===== src/rtl/axi_perf_monitor.sv =====
`default_nettype none
// ============================================================================
// Module   : axi_perf_monitor
// Brief    : AXI traffic/performance monitor on the CPU-side master port.
//            Per-slave read/write counts, read latency sum/max, cycles,
//            retired instructions, stalls and protocol-error counters, all
//            saturating, read back through a one-cycle-latency register port.
// Options  : define PERF_HANG_DETECT_EN to enable the sticky hang_irq flag
//            raised when a read stays outstanding for HANG_LIMIT cycles.
// Revision : 1.0 - initial release
// ============================================================================
module axi_perf_monitor #(
  parameter int NUM_SLAVES = 2,
  parameter int CNT_WIDTH  = 32,
  parameter int IDX_WIDTH  = 8,
  parameter int HANG_LIMIT = 256,
  localparam int SEL_W     = (NUM_SLAVES > 1) ? $clog2(NUM_SLAVES) : 1
) (
  input  logic                 clk,
  input  logic                 rst,
  input  logic                 mon_en,
  input  logic                 mon_clear,
  input  logic                 arvalid,
  input  logic                 arready,
  input  logic [SEL_W-1:0]     ar_sel,
  input  logic                 rvalid,
  input  logic                 rready,
  input  logic                 awvalid,
  input  logic                 awready,
  input  logic [SEL_W-1:0]     aw_sel,
  input  logic                 instr_ret,
  input  logic                 cpu_stall,
  input  logic                 reg_rd_en,
  input  logic [IDX_WIDTH-1:0] reg_idx,
  output logic [CNT_WIDTH-1:0] reg_rdata,
  output logic                 reg_rvalid,
  output logic                 rd_busy,
  output logic                 hang_irq
);

  localparam logic [CNT_WIDTH-1:0] c_one     = CNT_WIDTH'(1);
  localparam logic [SEL_W:0]       c_sel_lim = (SEL_W+1)'(NUM_SLAVES);

  // Elaboration-time guard against unsupported configurations
  generate
    if (NUM_SLAVES < 1 || CNT_WIDTH < 8 || CNT_WIDTH > 32 || HANG_LIMIT < 1) begin : g_param_check
      $error("axi_perf_monitor: unsupported parameter value");
    end
  endgenerate

  // Saturating add: a sum that overflows clamps to all-ones instead of wrapping
  function automatic logic [CNT_WIDTH-1:0] sat_add(input logic [CNT_WIDTH-1:0] a,
                                                   input logic [CNT_WIDTH-1:0] b);
    logic [CNT_WIDTH:0] s;
    s = {1'b0, a} + {1'b0, b};
    return s[CNT_WIDTH] ? {CNT_WIDTH{1'b1}} : s[CNT_WIDTH-1:0];
  endfunction

  // Global counters
  logic [CNT_WIDTH-1:0] cycles_q, cycles_d;
  logic [CNT_WIDTH-1:0] retired_q, retired_d;
  logic [CNT_WIDTH-1:0] stalls_q, stalls_d;
  logic [CNT_WIDTH-1:0] prot_err_q, prot_err_d;

  // Per-slave counters
  logic [CNT_WIDTH-1:0] rd_cnt_q  [NUM_SLAVES];
  logic [CNT_WIDTH-1:0] rd_cnt_d  [NUM_SLAVES];
  logic [CNT_WIDTH-1:0] wr_cnt_q  [NUM_SLAVES];
  logic [CNT_WIDTH-1:0] wr_cnt_d  [NUM_SLAVES];
  logic [CNT_WIDTH-1:0] lat_sum_q [NUM_SLAVES];
  logic [CNT_WIDTH-1:0] lat_sum_d [NUM_SLAVES];
  logic [CNT_WIDTH-1:0] lat_max_q [NUM_SLAVES];
  logic [CNT_WIDTH-1:0] lat_max_d [NUM_SLAVES];

  // Outstanding-read tracker; the timer equals the latency the read would
  // have if its R handshake happened on the next edge
  logic                 rd_busy_q, rd_busy_d;
  logic [SEL_W-1:0]     rd_sel_q, rd_sel_d;
  logic [CNT_WIDTH-1:0] timer_q, timer_d;

  // Register read port
  logic [CNT_WIDTH-1:0] rdata_q;
  logic                 rvalid_q;
  logic [CNT_WIDTH-1:0] w_rd_val;

  logic       w_ar_hs;
  logic       w_r_hs;
  logic       w_aw_hs;
  logic       w_ar_sel_ok;
  logic       w_aw_sel_ok;
  logic [1:0] w_perr_inc;

  assign w_ar_hs     = arvalid & arready;
  assign w_r_hs      = rvalid & rready;
  assign w_aw_hs     = awvalid & awready;
  assign w_ar_sel_ok = ({1'b0, ar_sel} < c_sel_lim);
  assign w_aw_sel_ok = ({1'b0, aw_sel} < c_sel_lim);

  // Next-state computation for all counters and the read tracker
  always_comb begin
    cycles_d   = cycles_q;
    retired_d  = retired_q;
    stalls_d   = stalls_q;
    prot_err_d = prot_err_q;
    rd_cnt_d   = rd_cnt_q;
    wr_cnt_d   = wr_cnt_q;
    lat_sum_d  = lat_sum_q;
    lat_max_d  = lat_max_q;
    rd_busy_d  = rd_busy_q;
    rd_sel_d   = rd_sel_q;
    timer_d    = timer_q;
    w_perr_inc = 2'd0;

    if (rd_busy_q) begin
      timer_d = sat_add(timer_q, c_one);
    end

    // Retire the outstanding read; a stray R (no read, no AR) is an error.
    // R together with an AR while idle is ignored: it cannot belong to the new read.
    if (w_r_hs && rd_busy_q) begin
      rd_busy_d = 1'b0;
      timer_d   = '0;
      if (mon_en) begin
        for (int s = 0; s < NUM_SLAVES; s++) begin
          if (rd_sel_q == SEL_W'(s)) begin
            lat_sum_d[s] = sat_add(lat_sum_q[s], timer_q);
            if (timer_q > lat_max_q[s]) begin
              lat_max_d[s] = timer_q;
            end
          end
        end
      end
    end else if (w_r_hs && !w_ar_hs) begin
      w_perr_inc = w_perr_inc + 2'd1;
    end

    // A new read always starts tracking, even when it abandons an older one
    if (w_ar_hs) begin
      if (rd_busy_q && !w_r_hs) begin
        w_perr_inc = w_perr_inc + 2'd1;
      end
      if (!w_ar_sel_ok) begin
        w_perr_inc = w_perr_inc + 2'd1;
      end else if (mon_en) begin
        for (int s = 0; s < NUM_SLAVES; s++) begin
          if (ar_sel == SEL_W'(s)) begin
            rd_cnt_d[s] = sat_add(rd_cnt_q[s], c_one);
          end
        end
      end
      rd_busy_d = 1'b1;
      rd_sel_d  = ar_sel;
      timer_d   = c_one;
    end

    if (w_aw_hs) begin
      if (!w_aw_sel_ok) begin
        w_perr_inc = w_perr_inc + 2'd1;
      end else if (mon_en) begin
        for (int s = 0; s < NUM_SLAVES; s++) begin
          if (aw_sel == SEL_W'(s)) begin
            wr_cnt_d[s] = sat_add(wr_cnt_q[s], c_one);
          end
        end
      end
    end

    if (mon_en) begin
      cycles_d   = sat_add(cycles_q, c_one);
      prot_err_d = sat_add(prot_err_q, CNT_WIDTH'(w_perr_inc));
      if (instr_ret) begin
        retired_d = sat_add(retired_q, c_one);
      end
      if (cpu_stall) begin
        stalls_d = sat_add(stalls_q, c_one);
      end
    end

    // Clear wins over every same-cycle event
    if (mon_clear) begin
      cycles_d   = '0;
      retired_d  = '0;
      stalls_d   = '0;
      prot_err_d = '0;
      rd_cnt_d   = '{default: '0};
      wr_cnt_d   = '{default: '0};
      lat_sum_d  = '{default: '0};
      lat_max_d  = '{default: '0};
      rd_busy_d  = 1'b0;
      timer_d    = '0;
    end
  end

  // Counter and read-tracker state registers
  always_ff @(posedge clk or posedge rst) begin
    if (rst) begin
      cycles_q   <= '0;
      retired_q  <= '0;
      stalls_q   <= '0;
      prot_err_q <= '0;
      rd_cnt_q   <= '{default: '0};
      wr_cnt_q   <= '{default: '0};
      lat_sum_q  <= '{default: '0};
      lat_max_q  <= '{default: '0};
      rd_busy_q  <= 1'b0;
      rd_sel_q   <= '0;
      timer_q    <= '0;
    end else begin
      cycles_q   <= cycles_d;
      retired_q  <= retired_d;
      stalls_q   <= stalls_d;
      prot_err_q <= prot_err_d;
      rd_cnt_q   <= rd_cnt_d;
      wr_cnt_q   <= wr_cnt_d;
      lat_sum_q  <= lat_sum_d;
      lat_max_q  <= lat_max_d;
      rd_busy_q  <= rd_busy_d;
      rd_sel_q   <= rd_sel_d;
      timer_q    <= timer_d;
    end
  end

  // Register map decode from current (pre-edge) counter state
  always_comb begin
    w_rd_val = '0;
    if (reg_idx == IDX_WIDTH'(0)) w_rd_val = cycles_q;
    if (reg_idx == IDX_WIDTH'(1)) w_rd_val = retired_q;
    if (reg_idx == IDX_WIDTH'(2)) w_rd_val = stalls_q;
    if (reg_idx == IDX_WIDTH'(3)) w_rd_val = prot_err_q;
    for (int s = 0; s < NUM_SLAVES; s++) begin
      if (reg_idx == IDX_WIDTH'(4 + 4*s)) w_rd_val = rd_cnt_q[s];
      if (reg_idx == IDX_WIDTH'(5 + 4*s)) w_rd_val = wr_cnt_q[s];
      if (reg_idx == IDX_WIDTH'(6 + 4*s)) w_rd_val = lat_sum_q[s];
      if (reg_idx == IDX_WIDTH'(7 + 4*s)) w_rd_val = lat_max_q[s];
    end
  end

  // Register read port: data and valid pulse one cycle after the request
  always_ff @(posedge clk or posedge rst) begin
    if (rst) begin
      rdata_q  <= '0;
      rvalid_q <= 1'b0;
    end else begin
      rvalid_q <= reg_rd_en;
      if (reg_rd_en) begin
        rdata_q <= w_rd_val;
      end
    end
  end

  assign reg_rdata  = rdata_q;
  assign reg_rvalid = rvalid_q;
  assign rd_busy    = rd_busy_q;

`ifdef PERF_HANG_DETECT_EN
  localparam logic [CNT_WIDTH:0] c_hang_lim = (CNT_WIDTH+1)'(HANG_LIMIT);
  logic hang_q;

  // Sticky hang flag, set on the edge where the outstanding read's timer reaches the limit
  always_ff @(posedge clk or posedge rst) begin
    if (rst) begin
      hang_q <= 1'b0;
    end else if (mon_clear) begin
      hang_q <= 1'b0;
    end else if (rd_busy_d && ({1'b0, timer_d} >= c_hang_lim)) begin
      hang_q <= 1'b1;
    end
  end

  assign hang_irq = hang_q;
`else
  assign hang_irq = 1'b0;
`endif

endmodule
`default_nettype wire


===== config.mk =====
export PLATFORM = sky130hd
export DESIGN_NAME = axi_perf_monitor
export DESIGN_NICKNAME = d
export VERILOG_FILES = /design/src/rtl/axi_perf_monitor.sv
export SDC_FILE = /design/constraint.sdc
export NUM_CORES = 2
export LEC_CHECK = 0
export CAP_MARGIN = 10
export CORE_MARGIN = 4
export CORE_UTILIZATION = 54
export CTS_BUF_LIST = sky130_fd_sc_hd__clkbuf_16
export DETAILED_ROUTE_END_ITERATION = 10
export PLACE_DENSITY_LB_ADDON = 0.25
export RECOVER_POWER = 25
export SYNTH_ARGS = -nofsm -noshare
export SYNTH_HDL_FRONTEND = slang
export SYNTH_SLANG_ARGS = --single-unit
export TNS_END_PERCENT = 100

===== constraint.sdc =====
create_clock -name clk -period 14.6 [get_ports clk]
set_input_delay 2.92 -clock clk [delete_from_list [all_inputs] [get_ports clk]]
set_output_delay 2.92 -clock clk [all_outputs]
set_load 0.01 [all_outputs]

# Word level (Yosys, flattened, before mapping)
# Cells that the tools add are included.
[word_totals] mem_bits_ro=0 elab_cells=143 register_bits=451 latch_bits=0 out_inout_bits=35 mem_bits_rw=0 memories=0
[classes] muxes=66 shifts=0 bitwise=3 n_addsub=12 reduce_logical=29 n_eq_ne=14 multipliers=0 div=0 n_lt_le_gt_ge=2
[op_table] op="$mux 32" n=47
[op_table] op="$mux 64" n=12
[op_table] op="$add 32x1->33 const B" n=8
[op_table] op="$add 32x32->33" n=2
[op_table] op="$gt 32x32->1" n=2
[op_table] op="$add 32x2->33" n=1
[op_table] op="$eq 8x3->1 const B" n=4
[op_table] op="$eq 8x4->1 const B" n=4
[op_table] op="$reduce_bool 2->1" n=11
[op_table] op="$reduce_and 3->1" n=6
[op_table] op="$eq 8x2->1 const B" n=2
[op_table] op="$eq 8x1->1 const B" n=1
[op_table] op="$logic_not 8->1" n=1
[op_table] op="$reduce_and 4->1" n=2
[op_table] op="$mux 2" n=3
[op_table] op="$ne 2x2->1 const B" n=3
[op_table] op="$mux 1" n=4
[op_table] op="$reduce_and 2->1" n=2
[op_table] op="$reduce_bool 4->1" n=1
[op_table] op="$and 1x1->1" n=3
[op_table] op="$logic_and 1x1->1" n=3
[op_table] op="$reduce_bool 3->1" n=1
[op_table] op="$add 2x1->2 const B" n=1
[op_table] op="$logic_not 1->1" n=2

# Depth between registers and ports, before layout
[logic_depth] word_depth=13 ltp_mapped=15

# Worst setup path after synthesis
# OpenSTA, ideal clock, no wires.
[synth_timing] path_type="input to register" from="input arvalid" to="register prot_err_q[31]" setup_time_ps=132 required_time_ps=14468 arrival_ps=5629 path_stages=15 path_slack_ps=8839 cell_sequence="and2_0 -> clkbuf_1 -> nor3_1 -> ha_1 -> and3_1 -> ha_1 -> a21oi_1 -> nor2_1 -> nand3_1 -> nor3_1 -> nand2_1 -> nor3_1 -> nand4_1 -> mux2i_1 -> nor2_1"
[synth_via] elab_chain_len=12
[synth_lines] element="start: declaration" line="23" source="input logic arvalid,"
[synth_lines] element="$and 1x1->1 *" line="93" source="assign w_ar_hs = arvalid & arready;"
[synth_lines] element="$logic_not 1->1" line="133" source="end else if (w_r_hs && !w_ar_hs) begin"
[synth_lines] element="$logic_and 1x1->1" line="133"
[synth_lines] element="$mux 1" line="133"
[synth_lines] element="$mux 2" line="120" source="if (w_r_hs && rd_busy_q) begin"
[synth_lines] element="$add 2x1->2" line="140" source="w_perr_inc = w_perr_inc + 2'd1;"
[synth_lines] element="$mux 2" line="139" source="if (rd_busy_q && !w_r_hs) begin"
[synth_lines] element="$mux 2 *" line="138" source="if (w_ar_hs) begin"
[synth_lines] element="$add 32x2->33 *" line="55" source="s = {1'b0, a} + {1'b0, b};"
[synth_lines] element="$mux 32 *" line="56" source="return s[CNT_WIDTH] ? {CNT_WIDTH{1'b1}} : s[CNT_WIDTH-1:0];"
[synth_lines] element="$mux 32 *" line="168" source="if (mon_en) begin"
[synth_lines] element="$mux 32 *" line="180" source="if (mon_clear) begin"
[synth_lines] element="end signal: assignment" line="212" source="prot_err_q <= prot_err_d;"
[synth_lines] element="end: declaration" line="63" source="logic [CNT_WIDTH-1:0] prot_err_q, prot_err_d;"
# Mark *: on every way between the ends. The rest lies on a longest branch, timed or not. The select of a mux whose other input is x is not followed.
# A chain may end at the register's enable or synchronous reset.

# Worst setup path after layout
[layout_timing] from="input mon_en" to="register lat_max_q[27] (netlist bit)"
[layout_via] elab_chain_len=2
[layout_lines] element="start: declaration" line="21" source="input logic mon_en,"
[layout_lines] element="$reduce_bool 2->1 (no source line)"
[layout_lines] element="$reduce_and 4->1 (no source line)"
[layout_lines] element="end signal: assignment" line="216" source="lat_max_q <= lat_max_d;"
[layout_lines] element="end: declaration" line="72" source="logic [CNT_WIDTH-1:0] lat_max_q [NUM_SLAVES];"
# Every way passes these cells.

==> run_results.csv <==
group,metric,value,unit
detailed_routing,ant_nets,0,
timing,setup_tns,0,ns
power,switching_share,24.7,%
clocking,clock-sinks,451,
clocking,tritoncts,"yes",
floorplan,ios,58,
timing,grt_setup_unrepaired,"no",
logic_synthesis,netlist_instances,3599,
timing,clock.fmax,0.105,GHz
power,seq_power_share,45.5,%
final_layout,num-nets-final,3713,
floorplan,core-area,55100,µm²
floorplan,die_h,244,µm
run_status,status,"complete, but fails checks",
detailed_routing,wire_per_inst,24.7,µm
global_routing,grt_pass1_vias,25980,
clocking,cts_buffers,52,
clocking,root_buffer,"clkbuf_16",
logic_synthesis,syn_area,30000,µm²
final_layout,layout-drive-gt1-share,4.82,%
floorplan,die_x,244,µm
clocking,insertion_delay,0.62,ns
place,gp_congestion,0.992,
logic_synthesis,yosysWarnings,0,
logic_synthesis,syn_nets,3764,
power,p_per_area,85.4,nW/µm²
clocking,holdBufCountCts,0,
clocking,clk_pin_slew_worst_paths,0.06,ns
worst_setup_path,end_kind,"flip-flop",
final_layout,ff_latch_area,11300,µm²
timing,setup_ws,5.05,ns
floorplan,num_rows,86,
logic_synthesis,synth_flop_cell,"dfrtp_1",
timing,period_minus_slack,9.55,ns
floorplan,dieArea,59400,µm²
detailed_routing,vias,29268,
power,intPower,2110,µW
timing,finalSetupViolCount,0,
worst_setup_path,worst-path-max-fanout,67,
detailed_routing,drc,0,
timing,finalHoldViolations,0,
power,switchingPower,691,µW
logic_synthesis,synth.avg_cell_area,8.33,µm²
timing,post-route-period-util,65.4,%
logic_synthesis,async_flop_share,100,%
global_routing,grt_max_degree,161,
clocking,post_cts_resized,0,
worst_setup_path,arrival,10.07,ns
global_routing,grt_usage,35.2,%
timing,slew_violations,361,
final_layout,fillers,4969,
detailed_routing,vias_per_cell,6.75,
global_routing,grt_pass1_wl,162000,µm
clocking,clk_path_buf_depth,3,
run_status,violations,"max-capacitance violations, max-slew violations",
power,leakagePower,0.0140,µW
floorplan,start_util,54.4,%
logic_synthesis,synth_edf_count,0,
detailed_routing,drt_wl_total,107000,µm
worst_setup_path,cp_top_family,"buffers and inverters",
logic_synthesis,synth.ff_latch_count,451,
worst_hold_path,hp-class,"flip-flop to flip-flop",
clocking,cts_htree_levels,2,
logic_synthesis,synth_cell_types,84,
detailed_routing,firstDrtPassIters,9,
final_layout,area_growth,9.25,%
place,dp_cells,4242,
worst_setup_path,crit_top_cell,"clkbuf_1",
timing,fin_skew,0.0325,ns
power,clkPwrFrac,48.0,%
final_layout,multiInputGateArea,17300,µm²
place,numPortBuffers,56,
power,peakVddDrop,0.0870,mV
worst_setup_path,critPathRequiredTime,15.11,ns
worst_setup_path,crit_slowest_cell,"clkbuf_1",
clocking,postCtsSetupBuffers,0,
worst_setup_path,critPathMaxStageDelay,2.49,ns
timing,slew_headroom,-164,%
logic_synthesis,seq_area_frac_synth,37.6,%
job,maxCapViolations,6,
detailed_routing,drtIter0Drc,3851,
worst_setup_path,critPathBufInv,4,
worst_setup_path,path_cells,"buf_2 > clkbuf_1 > nand4_1 > nor2_4 > clkbuf_1 > o21ai_1 > a21oi_4 > buf_4 > mux2i_1",
global_routing,overflow,0,
timing,tightest_slew,3.96,ns
place,pre_cts_ws,7.50,ns
power,p_comb_share,6.5,%
final_layout,instances_no_fill,4338,
worst_setup_path,crit_type,"input pin to flip-flop",
worst_setup_path,critPathLaunchType,"input pin",
place,dp_hpwl,77000,µm
global_routing,antenna_found_initial,0,
timing,whs,0.514,ns
==> placed cells by master, fill, tap and decap left out, types with 15 or more instances in the layout <==
cell type / count
o2bb2ai_1: 15
o21ai_0: 364
clkinv_1: 15
nand2b_1: 74
a31oi_1: 71
and3_1: 81
and4_1: 29
xnor2_1: 29
ha_1: 139
nor4_1: 21
nor2_1: 366
a221oi_1: 28
nand4_1: 57
nor2b_1: 29
o221ai_1: 16
inv_1: 199
nand2_1: 334
a22o_1: 21
clkbuf_16: 53
a21oi_1: 266
nand3_1: 128
a311oi_1: 78
o21a_1: 15
dfrtp_1: 451
o21ai_1: 21
nor3_1: 107
mux4_2: 29
buf_4: 31
mux2i_1: 72
a22oi_1: 29
a211oi_1: 47
a41oi_1: 26
a21o_1: 45
clkdlybuf4s50_1: 40
xor2_1: 27
and2_1: 27
==> final cells by class <==
cell class              count  area share (%)
repair buffers             96            2.52
diodes                      2          0.0153
clock inverters            41            1.13
multi-input cells        2759            52.8
clock buffers              53            4.05
flip-flops and latches    451            34.4
inverters                 188            2.16
well taps                 748            2.86
==> stage by stage <==
stage	total power (µW)	util (%)	cell area (µm²)
2_1_floorplan	1410	-	30000
3_3_place_gp	1470	56.5	31100
3_5_place_dp	1480	56.5	31100
4_1_cts	2810	59.5	32800
5_1_grt	2880	59.5	32800
6_report	2800	59.5	32800
==> worst register-to-register path: stages, from the launching register on <==
cell	delay, ns
dfrtp_1	0.50
buf_4	0.27
nand4_1	0.35
nor2_4	0.26
clkbuf_1	1.78
o21ai_1	0.31
a21oi_4	0.62
buf_4	0.46
mux2i_1	0.26
==> synth_stat cells (28+ instances only) <==
library cell  count  share of area, %
dfrtp_1         451                38
nor2_1          368               4.6
o21ai_0         364               6.1
nand2_1         334               4.2
a21oi_1         267               4.5
inv_1           186               2.3
clkbuf_1        184               2.3
ha_1            139               5.8
nand3_1         128               2.1
nor3_1          110               1.8
and3_1           81               1.7
a311oi_1         78               2.3
nand2b_1         74               1.5
mux2i_1          72               2.4
a31oi_1          71               1.5
nand4_1          57               1.2
a211oi_1         47               1.2
a21o_1           45               1.1
and2_1           30              0.63
nor2b_1          30              0.63
a22oi_1          29              0.73
and4_1           29              0.85
mux4_2           29               2.2
xnor2_1          29              0.85
a221oi_1         28              0.82
==> flip-flops by register name (all words and copies together), names as in the netlist <==
| register | cells |
|---|---|
| rd_cnt_q | 64 |
| wr_cnt_q | 64 |
| cycles_q | 32 |
| retired_q | 32 |
| reg_rdata | 32 |
| lat_max_q | 64 |
| rd_sel_q | 1 |
| stalls_q | 32 |
| timer_q | 32 |
| rd_busy | 1 |
| reg_rvalid | 1 |
| prot_err_q | 32 |
| lat_sum_q | 64 |
==> routing by layer <==
| layer | up-vias | global-route usage [%] | wire length, µm |
|---|---|---|---|
| li1 | 13171 | - | - |
| met1 | 14112 | 50.5 | 43800 |
| met2 | 1679 | 50.8 | 45000 |
| met3 | 306 | 7.92 | 12400 |
| met4 | 0 | 16.2 | 5880 |
| met5 | - | 0 | 0 |
==> final timing paths <==
kind                                       to  cells past startpoint          from  slack (ns)
worst max-delay path            lat_max_q[27]                      9        mon_en        5.05
min in group asynchronous         cycles_q[1]                      2           rst        3.00
worst min register to register   wr_cnt_q[34]                      2  wr_cnt_q[34]        0.51
worst min-delay path             wr_cnt_q[34]                      2  wr_cnt_q[34]        0.51
max in group asynchronous         rd_cnt_q[8]                      4           rst        7.07
worst max register to register  lat_max_q[27]                      8       rd_busy        9.69
==> power by group through the flow <==
stage	clock, µW	combinational (µW)	sequential, µW
CTS	1350	180	1270
global placement	0	178	1300
finish	1340	181	1270
detailed placement	0	179	1300
global route	1400	197	1270
floorplan	0	118	1290
==> kinds of logic (layout without fill, tap and decap cells) <==
kind of cell | Yosys count | after routing | synth area share (%)
buffers and inverters | 389 | 378 | 4.91
AO/OA/AOI/OAI | 1149 | 1149 | 24.3
flip-flops | 451 | 451 | 37.6
other | 1 | 3 | 0.0125
multiplexers | 104 | 104 | 4.69
AND/OR/NAND/NOR | 1307 | 1307 | 20.8
XOR/XNOR | 56 | 56 | 1.64
adder cells (fa/ha/maj) | 142 | 142 | 6.00
Power figures use the tool's default switching activity.
